$ cat config.mk
export PLATFORM = sky130hd
export DESIGN_NAME = gtx_reset_sequencer
export DESIGN_NICKNAME = d
export VERILOG_FILES = /design/src/rtl/nf10_gtx_pkg.sv /design/src/rtl/gtx_sig_sync.sv /design/src/rtl/gtx_reset_sequencer.sv
export SDC_FILE = /design/constraint.sdc
export NUM_CORES = 1
export LEC_CHECK = 0
export ABC_AREA = 1
export CAP_MARGIN = 5
export CORE_MARGIN = 1
export CORE_UTILIZATION = 45
export CTS_BUF_LIST = sky130_fd_sc_hd__clkbuf_4
export DETAILED_ROUTE_END_ITERATION = 10
export GPL_TIMING_DRIVEN = 0
export PLACE_DENSITY = 0.64
export SLEW_MARGIN = 5
export SYNTH_ARGS = -nofsm -noshare
export SYNTH_HDL_FRONTEND = slang
export SYNTH_SLANG_ARGS = --single-unit
$ cat constraint.sdc
create_clock -name CLK_IN -period 2.3 [get_ports CLK_IN]
set_input_delay 0.46 -clock CLK_IN [delete_from_list [all_inputs] [get_ports CLK_IN]]
set_output_delay 0.46 -clock CLK_IN [all_outputs]
set_load 0.02 [all_outputs]
$ cat src/rtl/nf10_gtx_pkg.sv
// Shared definitions for the GTX_DUAL tile reset sequencer: FSM encoding and
// the constants for the elastic-buffer recovery path.
package nf10_gtx_pkg;

  typedef enum logic [2:0] {
    PWRDN     = 3'd0,
    RST       = 3'd1,
    WAIT_LOCK = 3'd2,
    WAIT_DONE = 3'd3,
    LINK_UP   = 3'd4,
    RETRY     = 3'd5,
    FAILED    = 3'd6,
    BUFRST    = 3'd7
  } gtx_state_e;

  localparam int BUFRST_CYCLES = 4;
  localparam int RXBUF_ERR_BIT = 2;

endpackage

$ cat src/rtl/gtx_sig_sync.sv
// Two-flop synchroniser bank for status bits arriving asynchronously from
// the GTX tile; every bit is synchronised independently.
module gtx_sig_sync #(
  parameter int WIDTH = 1
) (
  input  logic             clk_i,
  input  logic             rst_i,
  input  logic [WIDTH-1:0] d_i,
  output logic [WIDTH-1:0] q_o
);

  logic [WIDTH-1:0] meta_q;
  logic [WIDTH-1:0] sync_q;

  always_ff @(posedge clk_i or posedge rst_i) begin
    if (rst_i) begin
      meta_q <= '0;
      sync_q <= '0;
    end else begin
      meta_q <= d_i;
      sync_q <= meta_q;
    end
  end

  assign q_o = sync_q;

endmodule

$ cat src/rtl/gtx_reset_sequencer.sv
// Power-up / reset sequencer for one GTX_DUAL tile with bounded retries.
// Define GTX_RSTSEQ_BUFRESET_EN to add lane-0 elastic buffer reset recovery.
module gtx_reset_sequencer
  import nf10_gtx_pkg::*;
#(
  parameter int PWRDN_CYCLES       = 256,
  parameter int RESET_PULSE_CYCLES = 16,
  parameter int LOCK_TIMEOUT       = 65536,
  parameter int DONE_TIMEOUT       = 65536,
  parameter int MAX_RETRIES        = 3,
  parameter int TIMER_W            = 17
) (
  input  logic       CLK_IN,
  input  logic       RESET,
  input  logic       PLLLKDET,
  input  logic       RESETDONE0,
  input  logic       RESETDONE1,
  input  logic [2:0] RXBUFSTATUS0,
  output logic       PLLPOWERDOWN,
  output logic       GTXRESET,
  output logic       RXBUFRESET0,
  output logic       READY,
  output logic       FAIL,
  output logic [3:0] RETRY_COUNT
);

  localparam logic [3:0] MAX_RETRY_CNT = 4'(MAX_RETRIES);

  gtx_state_e         state_q, state_d;
  logic [TIMER_W-1:0] timer_q, timer_d;
  logic [3:0]         retryCnt_q, retryCnt_d;
  logic               pllPd_q, gtxRst_q, ready_q, fail_q;
  logic               expired;
  logic [3:0]         syncOut;
  logic               lock_s, done0_s, done1_s, bufErr_s;
  logic               unused_ok;

  gtx_sig_sync #(.WIDTH(4)) u_sync (
    .clk_i (CLK_IN),
    .rst_i (RESET),
    .d_i   ({RXBUFSTATUS0[RXBUF_ERR_BIT], RESETDONE1, RESETDONE0, PLLLKDET}),
    .q_o   (syncOut)
  );

  assign {bufErr_s, done1_s, done0_s, lock_s} = syncOut;

  // Each timed state loads (duration - 1) on entry, so it lasts exactly its duration.
  function automatic logic [TIMER_W-1:0] reloadFor(input gtx_state_e s);
    case (s)
      PWRDN:     reloadFor = TIMER_W'(PWRDN_CYCLES - 1);
      RST:       reloadFor = TIMER_W'(RESET_PULSE_CYCLES - 1);
      WAIT_LOCK: reloadFor = TIMER_W'(LOCK_TIMEOUT - 1);
      WAIT_DONE: reloadFor = TIMER_W'(DONE_TIMEOUT - 1);
      BUFRST:    reloadFor = TIMER_W'(BUFRST_CYCLES - 1);
      default:   reloadFor = '0;
    endcase
  endfunction

  always_comb begin
    state_d    = state_q;
    retryCnt_d = retryCnt_q;
    expired    = (timer_q == '0);
    case (state_q)
      PWRDN:     if (expired) state_d = RST;
      RST:       if (expired) state_d = WAIT_LOCK;
      WAIT_LOCK: begin
        if (lock_s)       state_d = WAIT_DONE;
        else if (expired) state_d = RETRY;
      end
      WAIT_DONE: begin
        if (!lock_s)                    state_d = RETRY;
        else if (done0_s && done1_s)    state_d = LINK_UP;
        else if (expired)               state_d = RETRY;
      end
      LINK_UP: begin
        if (!lock_s || !done0_s || !done1_s) state_d = RETRY;
`ifdef GTX_RSTSEQ_BUFRESET_EN
        else if (bufErr_s)                   state_d = BUFRST;
`endif
      end
`ifdef GTX_RSTSEQ_BUFRESET_EN
      BUFRST: begin
        if (!lock_s)      state_d = RETRY;
        else if (expired) state_d = LINK_UP;
      end
`endif
      RETRY: begin
        if (retryCnt_q == MAX_RETRY_CNT) begin
          state_d = FAILED;
        end else begin
          retryCnt_d = retryCnt_q + 4'd1;
          state_d    = RST;
        end
      end
      FAILED:  state_d = FAILED;
      default: state_d = PWRDN;
    endcase

    if (state_d != state_q) timer_d = reloadFor(state_d);
    else if (!expired)      timer_d = timer_q - TIMER_W'(1);
    else                    timer_d = timer_q;
  end

  // Outputs are decoded from the next state so they change on the transition edge.
  always_ff @(posedge CLK_IN or posedge RESET) begin
    if (RESET) begin
      state_q    <= PWRDN;
      timer_q    <= TIMER_W'(PWRDN_CYCLES - 1);
      retryCnt_q <= '0;
      pllPd_q    <= 1'b1;
      gtxRst_q   <= 1'b1;
      ready_q    <= 1'b0;
      fail_q     <= 1'b0;
    end else begin
      state_q    <= state_d;
      timer_q    <= timer_d;
      retryCnt_q <= retryCnt_d;
      pllPd_q    <= (state_d == PWRDN);
      gtxRst_q   <= (state_d == PWRDN) || (state_d == RST) || (state_d == FAILED);
      ready_q    <= (state_d == LINK_UP);
      fail_q     <= (state_d == FAILED);
    end
  end

`ifdef GTX_RSTSEQ_BUFRESET_EN
  logic rxBufRst_q;

  always_ff @(posedge CLK_IN or posedge RESET) begin
    if (RESET) rxBufRst_q <= 1'b0;
    else       rxBufRst_q <= (state_d == BUFRST);
  end

  assign RXBUFRESET0 = rxBufRst_q;
  assign unused_ok   = &{1'b0, RXBUFSTATUS0[1:0]};
`else
  assign RXBUFRESET0 = 1'b0;
  assign unused_ok   = &{1'b0, RXBUFSTATUS0[1:0], bufErr_s};
`endif

  assign PLLPOWERDOWN = pllPd_q;
  assign GTXRESET     = gtxRst_q;
  assign READY        = ready_q;
  assign FAIL         = fail_q;
  assign RETRY_COUNT  = retryCnt_q;

endmodule

==> metrics.txt, run 1 <==
# TYPE chip_impl_metric gauge
chip_impl_info{name="crit_start",value="timer_q[0]"} 1
chip_impl_info{name="worst_hold_startpoint",value="u_sync.meta_q[1]"} 1
chip_impl_metric{name="slew_viol_final",unit=""} 0
chip_impl_metric{name="detail_route.vias_per_cell",unit=""} 5.14
chip_impl_metric{name="powerDensity",unit="nW/um^2"} 1330
chip_impl_metric{name="synth_fp_nets",unit=""} 244
chip_impl_info{name="clockRootBuffer",value="sky130_fd_sc_hd__clkbuf_4"} 1
chip_impl_metric{name="io_pins",unit=""} 17
chip_impl_info{name="timing.rr.start",value="timer_q[0]"} 1
chip_impl_metric{name="grt_pass1_vias",unit=""} 1402
chip_impl_metric{name="h-tree-depth",unit=""} 2
chip_impl_metric{name="design_power_total",unit="mW"} 3.22
chip_impl_info{name="worst_r2r_endpoint",value="timer_q[9]"} 1
chip_impl_metric{name="clock_sink_count",unit=""} 34
chip_impl_metric{name="fp.dieW",unit="um"} 68.0
chip_impl_metric{name="syn-mean-instance-area",unit="um^2"} 8.40
chip_impl_metric{name="dr_total_vias",unit=""} 1629
chip_impl_info{name="class_of_the_worst_hold_path",value="flip-flop to flip-flop"} 1
chip_impl_metric{name="arrival",unit="ns"} 2.44
chip_impl_metric{name="drive_gt1_share",unit="%"} 29.6
chip_impl_metric{name="synth.ff_latch_count",unit=""} 34
chip_impl_info{name="critical-path-top-delay-family",value="simple AND/OR/NAND/NOR gates"} 1
chip_impl_metric{name="synth.distinct_cells",unit=""} 29
chip_impl_metric{name="vdd_ir_drop_max",unit="mV"} 0.629
chip_impl_info{name="setup.worst_path.start_class",value="flip-flop"} 1
chip_impl_metric{name="worst_skew_pair.late_latency",unit="ns"} 0.35
chip_impl_metric{name="cts-buffers-inserted",unit=""} 5
chip_impl_metric{name="placed_cells",unit=""} 295
chip_impl_metric{name="drtPass1Iterations",unit=""} 4
chip_impl_metric{name="netlist_area",unit="um^2"} 1960
chip_impl_info{name="worstSetupPathType",value="flip-flop to flip-flop"} 1
chip_impl_metric{name="die_h",unit="um"} 68.0
chip_impl_metric{name="n_diodes",unit=""} 0
chip_impl_metric{name="power_leakage",unit="nW"} 1.20
chip_impl_metric{name="postSynthCellCount",unit=""} 233
chip_impl_metric{name="grt.overflow.total",unit=""} 0
chip_impl_metric{name="largest_net_degree_at_the_start_of_global_routing",unit=""} 35
chip_impl_info{name="worst_path_max_delay_cell",value="sky130_fd_sc_hd__dfstp_2"} 1
chip_impl_metric{name="wl",unit="mm"} 4.07
chip_impl_metric{name="worst_slew_pin_slew",unit="ns"} 0.665
chip_impl_metric{name="placement_rows",unit=""} 23
chip_impl_metric{name="max_cap_violations",unit=""} 0
chip_impl_metric{name="fin_nets",unit=""} 277
chip_impl_metric{name="setup.reg_to_reg.worst_slack",unit="ns"} 0.10
chip_impl_metric{name="critical-path-max-stage-delay",unit="ns"} 0.56
chip_impl_metric{name="grt.total_usage",unit="%"} 18.7
chip_impl_info{name="cts_tree",value="yes"} 1
chip_impl_metric{name="critical_path_peak_fanout",unit=""} 6
chip_impl_metric{name="min_period_over_period",unit="%"} 95.6
chip_impl_info{name="outcome",value="finished, final reports clean"} 1
chip_impl_metric{name="critPathBufInv",unit=""} 4
chip_impl_metric{name="post_route_minimum_period",unit="ns"} 2.20
chip_impl_metric{name="dp_hpwl",unit="mm"} 2.64
chip_impl_info{name="worst_hold_path.endpoint",value="u_sync.q_o[1]"} 1
chip_impl_metric{name="syn_to_final_growth",unit="%"} 23.5
chip_impl_metric{name="clkSlewWorstSetupHoldPaths",unit="ns"} 0.12
chip_impl_metric{name="cts_hold_repair.buffers",unit=""} 0
chip_impl_metric{name="timing_hold_violations_final",unit=""} 0
chip_impl_info{name="cp_cell_sequence",value="inv_2 -> ha_4 -> inv_2 -> nor2_4 -> nand2_2 -> nor2_4 -> nand2_4 -> nand3_2 -> nand2_1 -> inv_1 -> nor2_2 -> nand2_2 -> nand2_4 -> nand3_4 -> nor2_4 -> buf_6 -> a21oi_1"} 1
chip_impl_metric{name="initial_core_util",unit="%"} 47.9
chip_impl_metric{name="synth_warnings",unit=""} 0
chip_impl_metric{name="max-clock-path-buffers",unit=""} 2
chip_impl_metric{name="fmaxAchievable",unit="MHz"} 455
chip_impl_metric{name="initial_antenna_violation_count",unit=""} 0
chip_impl_metric{name="drt_iter0_drc",unit=""} 86
chip_impl_metric{name="reg2reg_depth",unit=""} 17
chip_impl_info{name="critPathMostFrequentCell",value="sky130_fd_sc_hd__nor2_4"} 1
chip_impl_metric{name="core_area",unit="um^2"} 4090
chip_impl_metric{name="drc_errors",unit=""} 0
chip_impl_metric{name="worstPathRequired",unit="ns"} 2.54
chip_impl_metric{name="grt_pass1_wl",unit="mm"} 6.30
chip_impl_metric{name="drt-wirelength-per-cell",unit="um"} 12.8
chip_impl_metric{name="worst_hold_path.num_cells",unit=""} 0
chip_impl_metric{name="drtAntennaViolNets",unit=""} 0
chip_impl_metric{name="buffer_ports.inserted",unit=""} 12
chip_impl_metric{name="timing.slew.headroom",unit="%"} 55.6
chip_impl_metric{name="setup_viol",unit=""} 0
chip_impl_metric{name="final_cells",unit=""} 317
chip_impl_info{name="end_kind",value="flip-flop"} 1
chip_impl_metric{name="gpl.final_weighted_congestion",unit=""} 0.861
chip_impl_metric{name="fp.dieArea",unit="um^2"} 4620
chip_impl_metric{name="finClkSkew",unit="ns"} 0.0140
chip_impl_metric{name="seq_area_frac_synth",unit="%"} 44.1
-- per-stage QoR --
| stage | setup TNS [ns] | hold WS (ns) | util (%) | setup WS, ns | area [um^2] |
|---|---|---|---|---|---|
| floorplan | 0 | 0.331 | - | 0.215 | 1960 |
| global placement | -0.108 | 0.333 | 52.4 | -0.0155 | 2140 |
| detailed placement | -0.280 | 0.336 | 52.4 | -0.0458 | 2140 |
| CTS | 0 | 0.357 | 55.7 | 0.0267 | 2280 |
| global route | -0.655 | 0.379 | 59.2 | -0.0577 | 2420 |
| finish | 0 | 0.348 | 59.2 | 0.102 | 2420 |
-- final cells by class --
cell class	instances	area (um^2)
buffer	5	52.6
clock buffer	5	37.5
clock inverter	3	45.0
fill	353	1670
inverter	23	86.3
multi-input combinational	171	1020
sequential	34	863
tap	50	62.6
timing repair buffer	26	253
-- timing repair --
action,in CTS,in global routing
setup buffers,5,7
resized for setup,1,25
endpoints found under the setup margin,11,16
pin swaps,2,12
cloned,0,2
-- worst max path at each step --
stage	end	slack (ns)	cells past startpoint
after floorplan	timer_q[10]	0.22	17
after global placement	timer_q[10]	-0.02	16
after detailed placement	timer_q[14]	-0.05	16
after CTS	timer_q[2]	0.03	16
after global routing	timer_q[9]	-0.06	16
final	timer_q[9]	0.10	17
-- power by group --
part | leakage, nW | switching (mW) | internal, mW | total [mW]
sequential | 0.422 | 0.162 | 0.846 | 1.01
combinational | 0.742 | 0.997 | 0.767 | 1.76
clock | 0.0374 | 0.224 | 0.228 | 0.451
total | 1.20 | 1.38 | 1.84 | 3.22
-- logic make-up (layout without fill, tap and decap cells) --
family                     count (synthesis)  count (layout)  share of synthesized area (%)
other                                      1               1                          0.192
DFF                                       34              34                           44.1
AOI/OAI and AO/OA                         19              19                           5.18
xor gates and xnor gates                  17              17                           7.60
and+or+nand+nor                          130             130                           33.4
muxes                                      1               1                          0.575
adders and majority gates                  3               3                           1.92
buffers and inverters                     28              62                           7.09
-- per-layer routing --
| layer | up-vias | GRT usage [%] | part of all wire, % |
|---|---|---|---|
| met1 | 764 | 26.3 | 48 |
| met3 | 8 | 4.00 | 4.4 |
| li1 | 821 | - | - |
| met2 | 36 | 27.6 | 46 |
| met4 | 0 | 7.81 | 1.8 |
| met5 | - | 0 | 0 |
-- sequential cells by signal (all words and copies together) (netlist names) --
register	cells
u_sync.meta_q	3
timer_q	17
u_sync.q_o	3
PLLPOWERDOWN	1
FAIL	1
READY	1
state_q	3
GTXRESET	1
RETRY_COUNT	4
-- synth_stat cells (all sizes together) --
| cell type | number | area share (%) |
|---|---|---|
| a21oi | 16 | 4.3 |
| ha | 3 | 1.9 |
| nand3 | 33 | 9.8 |
| xor2 | 13 | 5.8 |
| nor3 | 7 | 2.0 |
| nand4 | 6 | 1.9 |
| o21ai | 2 | 0.51 |
| inv | 23 | 4.4 |
| xnor2 | 4 | 1.8 |
| o31ai | 1 | 0.38 |
| dfstp | 10 | 13 |
| mux2 | 1 | 0.58 |
| dfrtp | 24 | 31 |
| nand2 | 53 | 11 |
| conb | 1 | 0.19 |
| buf | 5 | 2.7 |
| nor2 | 30 | 7.9 |
| nor4 | 1 | 0.32 |
-- cells in the final DEF, fill, tap and decap left out --
cell type / instances
sky130_fd_sc_hd__xnor2_1: 4
sky130_fd_sc_hd__ha_1: 2
sky130_fd_sc_hd__nand3_1: 27
sky130_fd_sc_hd__buf_12: 1
sky130_fd_sc_hd__nor3_2: 1
sky130_fd_sc_hd__o31ai_1: 1
sky130_fd_sc_hd__nor4_1: 1
sky130_fd_sc_hd__o21ai_1: 1
sky130_fd_sc_hd__dfstp_2: 10
sky130_fd_sc_hd__nand2_1: 44
sky130_fd_sc_hd__bufinv_16: 1
sky130_fd_sc_hd__mux2_2: 1
sky130_fd_sc_hd__nand3_2: 5
sky130_fd_sc_hd__inv_2: 7
sky130_fd_sc_hd__clkinvlp_4: 2
sky130_fd_sc_hd__nor2_4: 5
sky130_fd_sc_hd__buf_6: 8
sky130_fd_sc_hd__conb_1: 1
sky130_fd_sc_hd__nand2_4: 2
sky130_fd_sc_hd__xor2_1: 13
sky130_fd_sc_hd__nand4_1: 6
sky130_fd_sc_hd__a21oi_1: 9
sky130_fd_sc_hd__nor2_2: 5
sky130_fd_sc_hd__nor3_1: 6
sky130_fd_sc_hd__a21oi_2: 7
sky130_fd_sc_hd__nand3_4: 1
sky130_fd_sc_hd__ha_4: 1
sky130_fd_sc_hd__buf_4: 10
sky130_fd_sc_hd__inv_1: 16
sky130_fd_sc_hd__o21ai_0: 1
sky130_fd_sc_hd__nor2_1: 20
sky130_fd_sc_hd__clkbuf_4: 5
sky130_fd_sc_hd__clkdlybuf4s50_1: 12
sky130_fd_sc_hd__nand2_2: 7
sky130_fd_sc_hd__dfrtp_1: 24
(Power assumes the default switching activity.)
==> run 2: changes to the inputs <==
RECOVER_POWER = 100   (was default)
==> metrics.txt, run 2 (synthesized netlist as in run 1, its figures left out) <==
# TYPE chip_impl_metric gauge
chip_impl_info{name="outcome",value="finished, final reports clean"} 1
chip_impl_metric{name="fmaxAchievable",unit="MHz"} 455
chip_impl_metric{name="grt.total_usage",unit="%"} 18.7
chip_impl_info{name="layout_common_cells",value="sky130_fd_sc_hd__nand2_1 (44), sky130_fd_sc_hd__nand3_1 (27), sky130_fd_sc_hd__dfrtp_1 (24)"} 1
chip_impl_metric{name="powerDensity",unit="nW/um^2"} 1330
chip_impl_metric{name="core_area",unit="um^2"} 4090
chip_impl_metric{name="largest_register_ffs",unit=""} 17
chip_impl_metric{name="finClkSkew",unit="ns"} 0.0137
chip_impl_metric{name="clock_sink_count",unit=""} 34
chip_impl_metric{name="die_h",unit="um"} 68.0
chip_impl_info{name="final_common_cell",value="sky130_fd_sc_hd__nand2_1"} 1
chip_impl_info{name="crit_start",value="timer_q[0]"} 1
chip_impl_metric{name="power_frac_seq",unit="%"} 31.3
chip_impl_metric{name="detail_route.vias_per_cell",unit=""} 5.14
chip_impl_metric{name="fp.dieArea",unit="um^2"} 4620
chip_impl_metric{name="clkSlewWorstSetupHoldPaths",unit="ns"} 0.12
chip_impl_metric{name="drtPass1Iterations",unit=""} 4
chip_impl_metric{name="grt_pass1_wl",unit="mm"} 6.30
chip_impl_metric{name="fp.dieW",unit="um"} 68.0
chip_impl_metric{name="worst_slew_pin_slew",unit="ns"} 1.21
chip_impl_metric{name="dp_hpwl",unit="mm"} 2.64
chip_impl_metric{name="initial_antenna_violation_count",unit=""} 0
chip_impl_metric{name="drtAntennaViolNets",unit=""} 0
chip_impl_metric{name="fin_nets",unit=""} 277
chip_impl_metric{name="slew_viol_final",unit=""} 0
chip_impl_metric{name="h-tree-depth",unit=""} 2
chip_impl_info{name="clockRootBuffer",value="sky130_fd_sc_hd__clkbuf_4"} 1
chip_impl_metric{name="setup_ws",unit="ns"} 0.101
chip_impl_metric{name="min_period_over_period",unit="%"} 95.6
chip_impl_metric{name="dpl_worst_slack",unit="ns"} -0.0458
chip_impl_metric{name="critical_path_peak_fanout",unit=""} 6
chip_impl_metric{name="final_cell_area",unit="um^2"} 2420
chip_impl_metric{name="initial_core_util",unit="%"} 47.9
chip_impl_metric{name="cts_hold_repair.buffers",unit=""} 0
chip_impl_metric{name="max_cap_violations",unit=""} 0
chip_impl_info{name="timing.rr.start",value="timer_q[0]"} 1
chip_impl_metric{name="final-seq-area",unit="um^2"} 863
chip_impl_metric{name="fillers",unit=""} 353
chip_impl_metric{name="max-clock-path-buffers",unit=""} 2
chip_impl_metric{name="drive_gt1_share",unit="%"} 29.2
chip_impl_metric{name="power_switching_share",unit="%"} 42.9
chip_impl_metric{name="placement_rows",unit=""} 23
chip_impl_metric{name="drc_errors",unit=""} 0
chip_impl_metric{name="setup_viol",unit=""} 0
chip_impl_info{name="max_flop_register",value="timer_q"} 1
chip_impl_metric{name="vdd_ir_drop_max",unit="mV"} 0.629
chip_impl_metric{name="power.internal",unit="mW"} 1.84
chip_impl_metric{name="grt_pass1_vias",unit=""} 1402
chip_impl_metric{name="gpl.final_weighted_congestion",unit=""} 0.861
chip_impl_info{name="cts_tree",value="yes"} 1
chip_impl_metric{name="worstPathRequired",unit="ns"} 2.54
chip_impl_metric{name="multi_input_comb_area",unit="um^2"} 1020
chip_impl_metric{name="final_cells",unit=""} 317
chip_impl_metric{name="dr_total_vias",unit=""} 1629
chip_impl_info{name="end_kind",value="flip-flop"} 1
chip_impl_metric{name="placed_cells",unit=""} 295
chip_impl_metric{name="timing.slew.headroom",unit="%"} 18.9
chip_impl_metric{name="io_pins",unit=""} 17
chip_impl_info{name="class_of_the_worst_hold_path",value="flip-flop to flip-flop"} 1
chip_impl_metric{name="switchingPower",unit="mW"} 1.38
chip_impl_metric{name="pwr-share-comb",unit="%"} 54.7
chip_impl_metric{name="timing_hold_violations_final",unit=""} 0
chip_impl_metric{name="drt-wirelength-per-cell",unit="um"} 12.9
chip_impl_metric{name="grt.overflow.total",unit=""} 0
chip_impl_metric{name="worst_skew_pair.late_latency",unit="ns"} 0.35
chip_impl_metric{name="post_route_minimum_period",unit="ns"} 2.20
chip_impl_metric{name="arrival",unit="ns"} 2.44
chip_impl_metric{name="largest_net_degree_at_the_start_of_global_routing",unit=""} 35
chip_impl_metric{name="cts-buffers-inserted",unit=""} 5
chip_impl_metric{name="buffer_ports.inserted",unit=""} 12
chip_impl_metric{name="postLayoutCoreUtil",unit="%"} 59.2
chip_impl_metric{name="detailed_place.area",unit="um^2"} 2140
chip_impl_info{name="setup.worst_path.start_class",value="flip-flop"} 1
chip_impl_metric{name="n_diodes",unit=""} 0
chip_impl_metric{name="power_leakage",unit="nW"} 1.21
chip_impl_metric{name="syn_to_final_growth",unit="%"} 23.5
chip_impl_metric{name="drt_iter0_drc",unit=""} 86
chip_impl_metric{name="clock_power_share",unit="%"} 14.0
chip_impl_info{name="worstSetupPathType",value="flip-flop to flip-flop"} 1
chip_impl_info{name="worst_hold_startpoint",value="u_sync.meta_q[1]"} 1
chip_impl_metric{name="wl",unit="mm"} 4.08
[run 2: cell types whose count changed in the layout (fill, tap and decap cells not counted), sizes merged]
cell           previous run  this run
clkdlybuf4s50            12         6
dlygate4sd3               0         6
[run 2: power by group through the flow]
stage	Combinational, mW	Clock (mW)	Sequential [mW]
global route	1.94	0.481	1.04
detailed placement	1.42	0	1.01
finish	1.76	0.453	1.01
CTS	1.52	0.462	1.00
floorplan	1.10	0	1.02
global placement	1.41	0	1.01
[run 2: critical path, stage by stage, from the launching register on]
cell,delay [ns]
sky130_fd_sc_hd__dfstp_2,0.56
sky130_fd_sc_hd__inv_2,0.06
sky130_fd_sc_hd__ha_4,0.16
sky130_fd_sc_hd__inv_2,0.06
sky130_fd_sc_hd__nor2_4,0.04
sky130_fd_sc_hd__nand2_2,0.08
sky130_fd_sc_hd__nor2_4,0.06
sky130_fd_sc_hd__nand2_4,0.10
sky130_fd_sc_hd__nand3_2,0.06
sky130_fd_sc_hd__nand2_1,0.07
sky130_fd_sc_hd__inv_1,0.04
sky130_fd_sc_hd__nor2_2,0.14
sky130_fd_sc_hd__nand2_2,0.10
sky130_fd_sc_hd__nand2_4,0.11
sky130_fd_sc_hd__nand3_4,0.11
sky130_fd_sc_hd__nor2_4,0.16
sky130_fd_sc_hd__buf_6,0.15
sky130_fd_sc_hd__a21oi_1,0.04
[run 2: metrics by stage]
step / setup TNS [ns] / total power, mW / hold slack (ns)
after CTS: 0 / 2.98 / 0.357
after floorplan: 0 / 2.12 / 0.331
after global placement: -0.108 / 2.42 / 0.333
after global routing: -0.655 / 3.46 / 0.379
after detailed placement: -0.280 / 2.43 / 0.336
final: 0 / 3.22 / 0.347
[run 2: final timing paths]
check                           endpoint  depth (start not counted)  slack, ns
max                           timer_q[9]                         17       0.10
min                        u_sync.q_o[1]                          0       0.35
max in group asynchronous     timer_q[8]                          2       0.69
max reg2reg                   timer_q[9]                         17       0.10
min reg2reg                u_sync.q_o[1]                          0       0.35
min in group asynchronous  u_sync.q_o[1]                          2       0.88
[run 2: cell type report]
type | count | share of cell area (%)
repair buffers | 26 | 10.5
inverters | 23 | 3.57
well taps | 50 | 2.59
clock buffers | 5 | 1.55
multi-input cells | 171 | 42.1
clock inverters | 3 | 1.86
plain buffers | 5 | 2.17
flip-flops and latches | 34 | 35.7
[run 2: routing by layer]
layer  track usage (%)  wire (um)  share of wire [%]
met1              26.3       1940                 48
met2              27.6       1880                 46
met3              4.00        187                4.6
met4              7.81         74                1.8
met5                 0          0                  0
[run 2: repair_timing]
item	in CTS	in global routing
gates resized for setup	1	25
pin swaps	2	12
endpoints found under the setup margin	11	16
buffers inserted	5	7
gates cloned	0	2
